[src/rtl/count_free_n_if.sv]
// Handshake/bus bundle for the serial bit-statistics engine.
// The master side drives the word and accepts the result; the slave side is the engine.
interface count_free_n_if #(
  parameter int CNT_W = 4
);
  logic             en;
  logic             start_req_i;
  logic             start_data_i;
  logic [1:0]       mode_i;
  logic             ready_i;
  logic             result_rsp_o;
  logic             result_valid_o;
  logic [CNT_W-1:0] result_o;
  logic             busy_o;
  logic             done_o;

  modport master (
    output en, start_req_i, start_data_i, mode_i, ready_i,
    input  result_rsp_o, result_valid_o, result_o, busy_o, done_o
  );

  modport slave (
    input  en, start_req_i, start_data_i, mode_i, ready_i,
    output result_rsp_o, result_valid_o, result_o, busy_o, done_o
  );
endinterface

[src/rtl/count_free_n.sv]
// Serial bit-statistics engine: takes a DATA_W-bit word LSB first, counts zeros,
// leading zeros, trailing zeros or ones, and returns the count serially and in parallel.
module count_free_n #(
  parameter int DATA_W = 8,
  parameter int CNT_W  = $clog2(DATA_W+1)
) (
  input logic           clk,
  input logic           rst,
  count_free_n_if.slave bus
);
  localparam int IDX_W = $clog2(DATA_W);
  localparam logic [IDX_W-1:0] LAST_BIT  = IDX_W'(DATA_W-1);
  localparam logic [IDX_W-1:0] LAST_SEND = IDX_W'(CNT_W-1);
  localparam logic [IDX_W-1:0] IDX_ONE   = IDX_W'(1);
  localparam logic [CNT_W-1:0] CNT_ONE   = CNT_W'(1);

  typedef enum logic [1:0] {S_IDLE, S_RECV, S_SEND, S_WAIT} state_t;

  state_t           state_q, state_d;
  logic [1:0]       mode_q, mode_d;
  logic [CNT_W-1:0] cnt_q, cnt_d;
  logic [CNT_W-1:0] sh_q, sh_d;
  logic [CNT_W-1:0] res_q, res_d;
  logic             seen_q, seen_d;
  logic [IDX_W-1:0] idx_q, idx_d;

  logic [CNT_W-1:0] base_cnt, upd_cnt;
  logic             base_seen, upd_seen;
  logic [1:0]       cur_mode;

  // In IDLE the start bit is folded into a freshly cleared count using the live mode.
  always_comb begin
    base_cnt  = (state_q == S_IDLE) ? '0 : cnt_q;
    base_seen = (state_q == S_IDLE) ? 1'b0 : seen_q;
    cur_mode  = (state_q == S_IDLE) ? bus.mode_i : mode_q;
    upd_cnt   = base_cnt;
    upd_seen  = base_seen;
    case (cur_mode)
      2'b00: if (!bus.start_data_i) upd_cnt = base_cnt + CNT_ONE;
      2'b01: upd_cnt = bus.start_data_i ? '0 : base_cnt + CNT_ONE;
      2'b10: begin
        if (bus.start_data_i) upd_seen = 1'b1;
        else if (!base_seen)  upd_cnt  = base_cnt + CNT_ONE;
      end
      default: if (bus.start_data_i) upd_cnt = base_cnt + CNT_ONE;
    endcase
  end

  always_ff @(posedge clk or posedge rst) begin
    if (rst) state_q <= S_IDLE;
    else     state_q <= state_d;
  end

  always_comb begin
    state_d = state_q;
    if (bus.en) begin
      case (state_q)
        S_IDLE:  if (bus.start_req_i)    state_d = S_RECV;
        S_RECV:  if (idx_q == LAST_BIT)  state_d = S_SEND;
        S_SEND:  if (idx_q == LAST_SEND) state_d = S_WAIT;
        default: if (bus.ready_i)        state_d = S_IDLE;
      endcase
    end
  end

  always_comb begin
    mode_d = mode_q;
    cnt_d  = cnt_q;
    seen_d = seen_q;
    idx_d  = idx_q;
    sh_d   = sh_q;
    res_d  = res_q;
    if (bus.en) begin
      case (state_q)
        S_IDLE: if (bus.start_req_i) begin
          mode_d = bus.mode_i;
          cnt_d  = upd_cnt;
          seen_d = upd_seen;
          idx_d  = IDX_ONE;
        end
        S_RECV: begin
          cnt_d  = upd_cnt;
          seen_d = upd_seen;
          if (idx_q == LAST_BIT) begin
            sh_d  = upd_cnt;
            res_d = upd_cnt;
            idx_d = '0;
          end else begin
            idx_d = idx_q + IDX_ONE;
          end
        end
        S_SEND: begin
          sh_d  = sh_q >> 1;
          idx_d = (idx_q == LAST_SEND) ? '0 : idx_q + IDX_ONE;
        end
        default: ;
      endcase
    end
  end

  always_ff @(posedge clk or posedge rst) begin
    if (rst) begin
      mode_q <= '0;
      cnt_q  <= '0;
      seen_q <= 1'b0;
      idx_q  <= '0;
      sh_q   <= '0;
      res_q  <= '0;
    end else begin
      mode_q <= mode_d;
      cnt_q  <= cnt_d;
      seen_q <= seen_d;
      idx_q  <= idx_d;
      sh_q   <= sh_d;
      res_q  <= res_d;
    end
  end

  always_comb begin
    bus.busy_o         = (state_q != S_IDLE);
    bus.done_o         = (state_q == S_WAIT);
    bus.result_valid_o = (state_q == S_SEND);
    bus.result_rsp_o   = (state_q == S_SEND) & sh_q[0];
    bus.result_o       = res_q;
  end
endmodule

[src/flat_wrapper.sv]
// flat-port wrapper written by rule: the top's interface ports become plain ports
module count_free_n_flat 
#(
  parameter int DATA_W = 8,
  parameter int CNT_W  = $clog2(DATA_W+1)
)
  (clk, rst, bus_en, bus_start_req_i, bus_start_data_i, bus_mode_i, bus_ready_i, bus_result_rsp_o, bus_result_valid_o, bus_result_o, bus_busy_o, bus_done_o);
  count_free_n_if #(.CNT_W(CNT_W)) bus_i ();
  input logic clk;
  input logic rst;
  input wire logic [$bits(bus_i.en)-1:0] bus_en;
  input wire logic [$bits(bus_i.start_req_i)-1:0] bus_start_req_i;
  input wire logic [$bits(bus_i.start_data_i)-1:0] bus_start_data_i;
  input wire logic [$bits(bus_i.mode_i)-1:0] bus_mode_i;
  input wire logic [$bits(bus_i.ready_i)-1:0] bus_ready_i;
  output wire logic [$bits(bus_i.result_rsp_o)-1:0] bus_result_rsp_o;
  output wire logic [$bits(bus_i.result_valid_o)-1:0] bus_result_valid_o;
  output wire logic [$bits(bus_i.result_o)-1:0] bus_result_o;
  output wire logic [$bits(bus_i.busy_o)-1:0] bus_busy_o;
  output wire logic [$bits(bus_i.done_o)-1:0] bus_done_o;
  assign bus_i.en = bus_en;
  assign bus_i.start_req_i = bus_start_req_i;
  assign bus_i.start_data_i = bus_start_data_i;
  assign bus_i.mode_i = bus_mode_i;
  assign bus_i.ready_i = bus_ready_i;
  assign bus_result_rsp_o = bus_i.result_rsp_o;
  assign bus_result_valid_o = bus_i.result_valid_o;
  assign bus_result_o = bus_i.result_o;
  assign bus_busy_o = bus_i.busy_o;
  assign bus_done_o = bus_i.done_o;
  count_free_n #(.DATA_W(DATA_W), .CNT_W(CNT_W)) u_core (.clk(clk), .rst(rst), .bus(bus_i));
endmodule
[config.mk]
export PLATFORM = sky130hd
export DESIGN_NAME = count_free_n_flat
export DESIGN_NICKNAME = d
export VERILOG_FILES = /design/src/rtl/count_free_n_if.sv /design/src/rtl/count_free_n.sv /design/src/flat_wrapper.sv
export SDC_FILE = /design/constraint.sdc
export NUM_CORES = 1
export LEC_CHECK = 0
export BUFFER_PORTS_ARGS = -buffer_cell sky130_fd_sc_hd__buf_4
export CAP_MARGIN = 20
export CORE_ASPECT_RATIO = 0.8
export CORE_MARGIN = 2
export CORE_UTILIZATION = 58
export CTS_BUF_LIST = sky130_fd_sc_hd__clkbuf_16
export CTS_CLUSTER_SIZE = 24
export DETAILED_ROUTE_END_ITERATION = 7
export PLACE_DENSITY = 0.87
export SLEW_MARGIN = 20
export SYNTH_ARGS = -nofsm -noshare
export SYNTH_HDL_FRONTEND = slang
export SYNTH_SLANG_ARGS = --single-unit
[constraint.sdc]
create_clock -name clk -period 2.8 [get_ports clk]
set_clock_uncertainty 0.1 [all_clocks]
set_input_delay 0.56 -clock clk [delete_from_list [all_inputs] [get_ports clk]]
set_output_delay 0.56 -clock clk [all_outputs]
set_load 0.005 [all_outputs]
==> flow_metrics.tcl, run 1 <==
set metrics [dict create \
    synth_area_mm2 0.00144 \
    worst-path-buf-inv 1 \
    drive_above_1_share_pct 18.4 \
    antenna_cells 0 \
    instances_no_fill 206 \
    placedCellCount 202 \
    syn_inst 167 \
    synth_commonest_cells "nand2_1 (21), dfrtp_1 (20), o21ai_0 (14)" \
    synth_nets 184 \
    clkLatencyLatePin_ns 0.25 \
    first_global_vias 1256 \
    r2r_setup_slack_ns 0.47 \
    max-cap-violations 0 \
    p_seq_share_pct 29.0 \
    grt_usage_pct 28.0 \
    clockBufferDepth 2 \
    area_delta_synth_final_pct 15.3 \
    io-pin-count 16 \
    wl_met2_mm 1.67 \
    antenna_left 0 \
    start_util_pct 59.7 \
    r2r-end "u_core.sh_q[1]" \
    m1WireLength_mm 1.56 \
    clock_power_share_pct 21.5 \
    finalSetupViolations 0 \
    dieArea_mm2 0.00289 \
    crit_chain "inv_1, ha_2, nand2b_1, nand2_1, a2111oi_0, o22ai_1, a31o_1" \
    p_sw_share_pct 41.9 \
    drcViolationCount 0 \
    p_leak_uw 0.000743 \
    die_h_um 48.5 \
    post_cts_buffers 0 \
    cp_data_arrival_time_ns 2.37 \
    wl_per_cell_um 17.3 \
    worstReg2RegStart "u_core.state_q[0]" \
    rsz0062_at_grt "no" \
    drt-total-wl_mm 3.57 \
    cts_tree "done" \
    crit_path_end_kind "flop" \
    intPower_uw 1060 \
    cts_inserted_buffers 3 \
    row_count 16 \
    setup_tns_ns 0 \
    wl_met3_um 297 \
    synth-seq-cells 20 \
    synth_area_leaders "dfrtp_1 (35%), ha_1 (7.8%), nand2_1 (5.5%)" \
    synth.top_cell.area_share_pct 34.9 \
    port_buffers 15 \
    yosysSeqAreaShare_pct 34.9 \
    synthArstFlopShare_pct 100 \
    cts_num_sinks 20 \
    vias_per_cell 6.49 \
    hold_path_class "in2async" \
    start_kind "flop" \
    finish.utilization_pct 68.9 \
    grt_pass1_wl_mm 6.20 \
    drt_first_pass_iters 4 \
    critPathMaxStageDelay_ns 0.47 \
    relSlewSlack_pct 49.8 \
    grt.overflow.total 0 \
    ir_worst_vdd_mv 0.557 \
    antenna_found_initial 0 \
    tightest_slew_ns 0.752 \
    fmax_mhz 429 \
    p_switching_uw 763 \
    min_period_ns 2.33 \
    r2r_cells 7 \
    status "complete, no violations" \
    yosysTopAreaCell "dfrtp_1" \
    htreeDepth 1 \
    dpl.hpwl_mm 2.51 \
    ys.warnings.count 0 \
    clkTransAtPathRegs_ns 0.06 \
    cts_root_buf "clkbuf_16" \
    cp_max_fo 18 \
    slowest_stage "a2111oi_0" \
    gp_congestion 0.925 \
    avgSynthCellArea_um2 8.59 \
    cts.repair.resized 0 \
    die_x_um 59.6 \
    period_share_pct 83.2 \
    crit_family "compound AO/OA/AOI/OAI gates" \
    drtIter0Drc 85 \
    cts_hold_buffers 0 \
    crit_type "reg2reg" \
    final_max_slew_viol_count 0 \
    nets 197 \
    vias 1337 \
    hold_viol 0 \
    core_mm2 0.00240 \
    power_density_mw_per_mm2 1100 \
    n_fill_cell 172 \
    grt_max_degree 21 \
    synth-main-ff-cell "dfrtp_1" \
    critPathRequiredTime_ns 2.84 \
    highest_layer "met4" \
    synth_cell_types 47 \
    p_comb_share_pct 49.5 \
    synth_edf_count 0 \
    synth.most_common_cell "nand2_1" \
]
cell usage in the layout, fill, tap and decap left out, types with 2 or more instances in the layout:
| cell type | Yosys | routed |
|---|---|---|
| nand2_1 | 21 | 21 |
| dfrtp_1 | 20 | 20 |
| buf_4 | 0 | 16 |
| o21ai_0 | 14 | 14 |
| nor2_1 | 12 | 12 |
| inv_1 | 10 | 10 |
| ha_1 | 9 | 8 |
| a21oi_1 | 7 | 7 |
| nand3_1 | 6 | 6 |
| nor3_1 | 6 | 6 |
| o31ai_1 | 5 | 5 |
| mux2_2 | 4 | 4 |
| nand2b_1 | 3 | 3 |
| a21o_1 | 3 | 3 |
| nor2b_1 | 3 | 3 |
| o22ai_1 | 3 | 3 |
| clkbuf_16 | 0 | 3 |
| a211oi_1 | 2 | 2 |
| and2_1 | 2 | 2 |
| o221ai_1 | 2 | 2 |
| xnor2_1 | 2 | 2 |
how the worst max path moves through the flow:
stage / start / end / slack [ns] / cells after the start
finish: u_core.state_q[0] / u_core.sh_q[1] / 0.47 / 7
global route: u_core.state_q[0] / u_core.sh_q[1] / 0.17 / 7
CTS: u_core.state_q[0] / u_core.sh_q[1] / 0.30 / 7
detailed placement: u_core.state_q[0] / u_core.sh_q[1] / 0.35 / 7
global placement: u_core.state_q[0] / u_core.cnt_q[1] / 0.47 / 8
floorplan: u_core.state_q[0] / u_core.bus.result_o[0] / 0.79 / 8
power by group through the flow:
stage                     Combinational [µW]  Clock [µW]  Sequential, µW
after CTS                                880         395             519
after global placement                   839           0             514
final                                    902         391             527
after detailed placement                 863           0             522
after floorplan                          720           0             456
after global routing                    1000         410             541
layer usage:
| metal | global-route usage (%) | up-vias |
|---|---|---|
| met4 | 6.30 | 0 |
| met5 | 0 | - |
| met2 | 41.8 | 74 |
| met3 | 5.08 | 8 |
| met1 | 42.3 | 627 |
| li1 | - | 628 |
per-stage QoR:
step	hold WS (ns)	area [µm²]	setup WS (ns)	total power, µW
finish	0.345	1650	0.470	1820
global route	0.414	1650	0.173	1950
CTS	0.376	1650	0.301	1790
detailed placement	0.374	1550	0.348	1380
global placement	0.368	1550	0.472	1350
floorplan	0.350	1440	0.791	1180
cell type report:
class,instances,area (µm²),share of cell area [%]
Multi-Input combinational cell,129,857,51.8
Sequential cell,20,500,30.3
Timing Repair Buffer,16,120,7.26
Clock buffer,3,75.1,4.54
Inverter,10,37.5,2.27
Tap cell,27,33.8,2.04
Clock inverter,1,30.0,1.82
registers in the layout, indices dropped and copies added, names as in the netlist:
register	cells
u_core.idx_q	3
u_core.cnt_q	4
u_core.seen_q	1
u_core.bus.result_o	4
u_core.sh_q	4
u_core.state_q	2
u_core.mode_q	2
cell families (layout without fill, tap and decap cells):
family,Yosys count,in the layout,synth area share [%]
flops,20,20,34.9
fa+ha+maj,9,9,7.85
mux,7,7,5.84
simple gates,62,62,20.6
xor+xnor,3,3,1.83
compound gates,48,48,23.5
buf+inv,18,30,5.58
(Power assumes the default switching activity.)
==> run 2: changes to the inputs <==
--- a/config.mk
+++ b/config.mk
@@ -9,11 +9,11 @@
 export CAP_MARGIN = 20
 export CORE_ASPECT_RATIO = 0.8
 export CORE_MARGIN = 2
-export CORE_UTILIZATION = 58
+export CORE_UTILIZATION = 52
 export CTS_BUF_LIST = sky130_fd_sc_hd__clkbuf_16
 export CTS_CLUSTER_SIZE = 24
 export DETAILED_ROUTE_END_ITERATION = 7
-export PLACE_DENSITY = 0.87
+export PLACE_DENSITY = 0.83
 export SLEW_MARGIN = 20
 export SYNTH_ARGS = -nofsm -noshare
 export SYNTH_HDL_FRONTEND = slang
==> constraint.sdc (replaced) <==
create_clock -name clk -period 2.1 [get_ports clk]
set_clock_uncertainty 0.1 [all_clocks]
set_input_delay 0.42 -clock clk [delete_from_list [all_inputs] [get_ports clk]]
set_output_delay 0.42 -clock clk [all_outputs]
set_load 0.005 [all_outputs]
==> flow_metrics.tcl, run 2 (synthesis gave the netlist of run 1 again) <==
set metrics [dict create \
    cp_data_arrival_time_ns 2.08 \
    cts_inserted_buffers 3 \
    fmax_mhz 495 \
    final_cell_mix "buf_4 (24), nand2_1 (20), dfrtp_1 (20)" \
    grt_pass1_wl_mm 6.13 \
    worst_slack_ns 0.0780 \
    vias_per_cell 5.83 \
    clkLatencyLatePin_ns 0.25 \
    worst-path-buf-inv 2 \
    port_buffers 15 \
    p_leak_uw 0.000809 \
    crit_family "adder cells" \
    clkTransAtPathRegs_ns 0.06 \
    wl_per_cell_um 16.3 \
    row_count 17 \
    crit_chain "inv_2, ha_4, buf_4, nand2b_1, ha_1, a211oi_1, a21o_1, o31ai_2" \
    p_switching_uw 1130 \
    final_common_cell "buf_4" \
    first_global_vias 1337 \
    grt_usage_pct 24.8 \
    cts_hold_buffers 0 \
    placedCellCount 222 \
    antenna_found_initial 0 \
    start_util_pct 53.1 \
    instances_no_fill 227 \
    area_delta_synth_final_pct 27.5 \
    max-cap-violations 0 \
    dpl.hpwl_mm 2.65 \
    dieArea_mm2 0.00320 \
    setup_tns_ns 0 \
    nets 207 \
    n_fill_cell 232 \
    p_comb_share_pct 54.9 \
    cts_tree "done" \
    antenna_left 0 \
    crit_path_end_kind "flop" \
    vias 1324 \
    cp_max_fo 4 \
    die_h_um 51.0 \
    start_kind "flop" \
    cts_root_buf "clkbuf_16" \
    p_sw_share_pct 41.0 \
    worstReg2RegStart "u_core.state_q[1]" \
    drive_above_1_share_pct 27.0 \
    status "complete, no violations" \
    min_period_ns 2.02 \
    ir_worst_vdd_mv 0.647 \
    critPathMaxStageDelay_ns 0.40 \
    period_share_pct 96.3 \
    drt_first_pass_iters 4 \
    gp_congestion 0.921 \
    hold_path_class "in2async" \
    tightest_slew_ns 0.461 \
    pre_cts_ws_ns -0.0536 \
    die_x_um 62.7 \
    p_seq_share_pct 25.9 \
    final_max_slew_viol_count 0 \
    final.hold.worst_slack_ns 0.106 \
    finalPower_uw 2750 \
    power_density_mw_per_mm2 1500 \
    intPower_uw 1620 \
    drcViolationCount 0 \
    clock_power_share_pct 19.2 \
    antenna_cells 0 \
    clockBufferDepth 2 \
    hold_viol 0 \
    slowest_stage "dfrtp_1" \
    io-pin-count 16 \
    drt-total-wl_mm 3.71 \
    finalSetupViolations 0 \
    core_mm2 0.00270 \
    critPathRequiredTime_ns 2.16 \
    htreeDepth 1 \
    critical_path.startpoint "u_core.state_q[1]" \
    drtIter0Drc 104 \
    grt_max_degree 21 \
    relSlewSlack_pct 69.3 \
    grt.overflow.total 0 \
    cts_num_sinks 20 \
    crit_type "reg2reg" \
]
run 2: layer usage:
metal  vias to the layer above  GRT usage [%]  wire, µm
met5                         -              0         0
met4                         0           8.52        57
met3                         8           3.96       183
met2                        38           43.9      1850
met1                       634           31.1      1620
li1                        644              -         -
run 2: power by group through the flow:
stage	clock network, µW	registers (µW)	logic, µW
floorplan	0	608	960
global placement	0	674	1270
detailed placement	0	688	1310
CTS	533	691	1380
global route	551	730	1640
finish	527	711	1510
run 2: path summary, 6_finish.rpt:
check,cells past startpoint,to,slack (ns)
setup reg to reg,8,u_core.bus.result_o[0],0.08
hold reg to reg,2,u_core.bus.result_o[2],0.39
max in group asynchronous,3,u_core.cnt_q[2],1.59
hold / removal,3,u_core.bus.result_o[1],0.11
min in group clk,2,u_core.mode_q[1],0.35
setup / recovery,8,u_core.bus.result_o[0],0.08
run 2: layout make-up:
class	instances	area, µm²	area share [%]
Clock inverter	1	30.0	1.64
Inverter	10	37.5	2.05
Tap cell	38	47.5	2.60
Sequential cell	20	500	27.4
Multi-Input combinational cell	129	927	50.7
Clock buffer	3	75.1	4.10
Timing Repair Buffer	26	211	11.6
run 2: metrics by stage:
stage / util (%) / area, µm²
after floorplan: - / 1440
after global placement: 60.7 / 1640
after detailed placement: 60.7 / 1640
after CTS: 65.6 / 1770
after global routing: 67.7 / 1830
final: 67.7 / 1830
run 2: tightest hold or removal path: stages:
cell	delay [ns]
buf_4	0.11
inv_1	0.05
buf_4	0.26
run 2: what timing repair did:
item,CTS,global route
gates resized for setup,6,9
setup buffers,0,1
pin swaps,2,4
setup endpoints to repair,9,12
cloned,0,0
==> run 3: changes to the inputs <==
--- a/config.mk
+++ b/config.mk
@@ -13,6 +13,7 @@
 export CTS_BUF_LIST = sky130_fd_sc_hd__clkbuf_16
 export CTS_CLUSTER_SIZE = 24
 export DETAILED_ROUTE_END_ITERATION = 7
+export GPL_TIMING_DRIVEN = 0
 export PLACE_DENSITY = 0.83
 export SLEW_MARGIN = 20
 export SYNTH_ARGS = -nofsm -noshare
==> constraint.sdc (replaced) <==
create_clock -name clk -period 2.1 [get_ports clk]
set_clock_uncertainty 0.1 [all_clocks]
set_input_delay 0.315 -clock clk [delete_from_list [all_inputs] [get_ports clk]]
set_output_delay 0.315 -clock clk [all_outputs]
set_load 0.005 [all_outputs]
==> flow_metrics.tcl, run 3 (synthesis gave the netlist of run 1 again) <==
set metrics [dict create \
    clkLatencyLatePin_ns 0.26 \
    grt_usage_pct 27.0 \
    finalPower_uw 2840 \
    max-cap-violations 0 \
    start_util_pct 53.1 \
    drtIter0Drc 115 \
    r2r_cells 8 \
    io-pin-count 16 \
    antenna_cells 0 \
    drt_first_pass_iters 4 \
    start_kind "flop" \
    die_x_um 62.7 \
    antenna_found_initial 0 \
    final.hold.worst_slack_ns 0.102 \
    tightest_slew_ns 0.764 \
    status "complete, no violations" \
    p_leak_uw 0.000799 \
    clkTransAtPathRegs_ns 0.06 \
    placedCellCount 219 \
    cts_tree "done" \
    final_cell_mix "nand2_1 (21), dfrtp_1 (20), buf_4 (17)" \
    cts_inserted_buffers 3 \
    cts_num_sinks 20 \
    area_delta_synth_final_pct 28.6 \
    crit_type "reg2reg" \
    hold_viol 0 \
    min_period_ns 2.06 \
    rsz0062_at_grt "yes" \
    fmax_mhz 486 \
    cts_hold_buffers 0 \
    die_h_um 51.0 \
    crit_path_end_kind "flop" \
    cts_root_buf "clkbuf_16" \
    dieArea_mm2 0.00320 \
    drcViolationCount 0 \
    grt_pass1_wl_mm 6.74 \
    ir_worst_vdd_mv 0.584 \
    dpl.hpwl_mm 2.68 \
    nets 207 \
    relSlewSlack_pct 49.0 \
    gp_congestion 0.913 \
    drive_above_1_share_pct 28.6 \
    clockBufferDepth 2 \
    grt.overflow.total 0 \
    grt_max_degree 21 \
    antenna_left 0 \
    htreeDepth 1 \
    cp_max_fo 6 \
    final_max_slew_viol_count 0 \
    drt-total-wl_mm 4.11 \
    hold_path_class "in2async" \
    first_global_vias 1413 \
    critPathRequiredTime_ns 2.14 \
    finalSetupViolations 0 \
    vias 1418 \
    power_density_mw_per_mm2 1540 \
    setup_tns_ns 0 \
    wl_per_cell_um 18.1 \
    final_common_cell "nand2_1" \
    row_count 17 \
    finish.utilization_pct 68.3 \
    instances_no_fill 227 \
    cp_data_arrival_time_ns 2.09 \
    core_mm2 0.00270 \
    period_share_pct 98.0 \
    port_buffers 14 \
    vias_per_cell 6.25 \
]
run 3: per-layer routing:
layer / share of wire [%] / GRT usage [%] / routed length (µm)
met1: 39 / 32.2 / 1610
met2: 50 / 47.7 / 2070
met3: 8.0 / 6.39 / 327
met4: 2.4 / 10.7 / 98
met5: 0 / 0 / 0
run 3: what timing repair did:
item                       4_1_cts  5_1_grt
cloned                           0        1
hold endpoints to repair         0        0
setup endpoints to repair       11       17
gates resized for setup         11       12
pin swaps                        1        4
buffers inserted                 0        3
run 3: through the flow:
| stage | cell area (µm²) | setup WS [ns] |
|---|---|---|
| floorplan | 1440 | 0.0911 |
| global placement | 1590 | -0.139 |
| detailed placement | 1590 | -0.214 |
| CTS | 1740 | 0.0116 |
| global route | 1850 | -0.0193 |
| finish | 1850 | 0.0417 |
run 3: worst paths after layout:
path                                         from                     end  slack [ns]
min in group clk                    bus_mode_i[1]        u_core.mode_q[1]        0.23
max in group asynchronous                     rst         u_core.cnt_q[3]        1.31
hold reg to reg            u_core.bus.result_o[0]  u_core.bus.result_o[0]        0.39
setup / recovery                u_core.state_q[1]          u_core.sh_q[1]        0.04
hold / removal                                rst           u_core.seen_q        0.10
setup reg to reg                u_core.state_q[1]          u_core.sh_q[1]        0.04
run 3: area by class of cell:
cell class	instances	area [µm²]
Inverter	10	37.5
Buffer	8	47.5
Fill cell	215	856
Clock inverter	1	30.0
Tap cell	38	47.5
Sequential cell	20	500
Timing Repair Buffer	18	153
Multi-Input combinational cell	129	955
Clock buffer	3	75.1
run 3: where the power goes:
group,leakage [µW],total [µW],switching [µW],internal [µW]
clock,0.0000511,527,149,378
combinational,0.000488,1660,938,725
sequential,0.000260,647,131,516
total,0.000799,2840,1220,1620
run 3: worst max-delay path: stages, from the launching register on:
cell and delay (ns):
dfrtp_1 0.41, inv_2 0.10, ha_4 0.19, buf_8 0.13, mux2i_4 0.30, nor2_4 0.08
nor2_1 0.22, o22ai_1 0.16, a31o_1 0.24
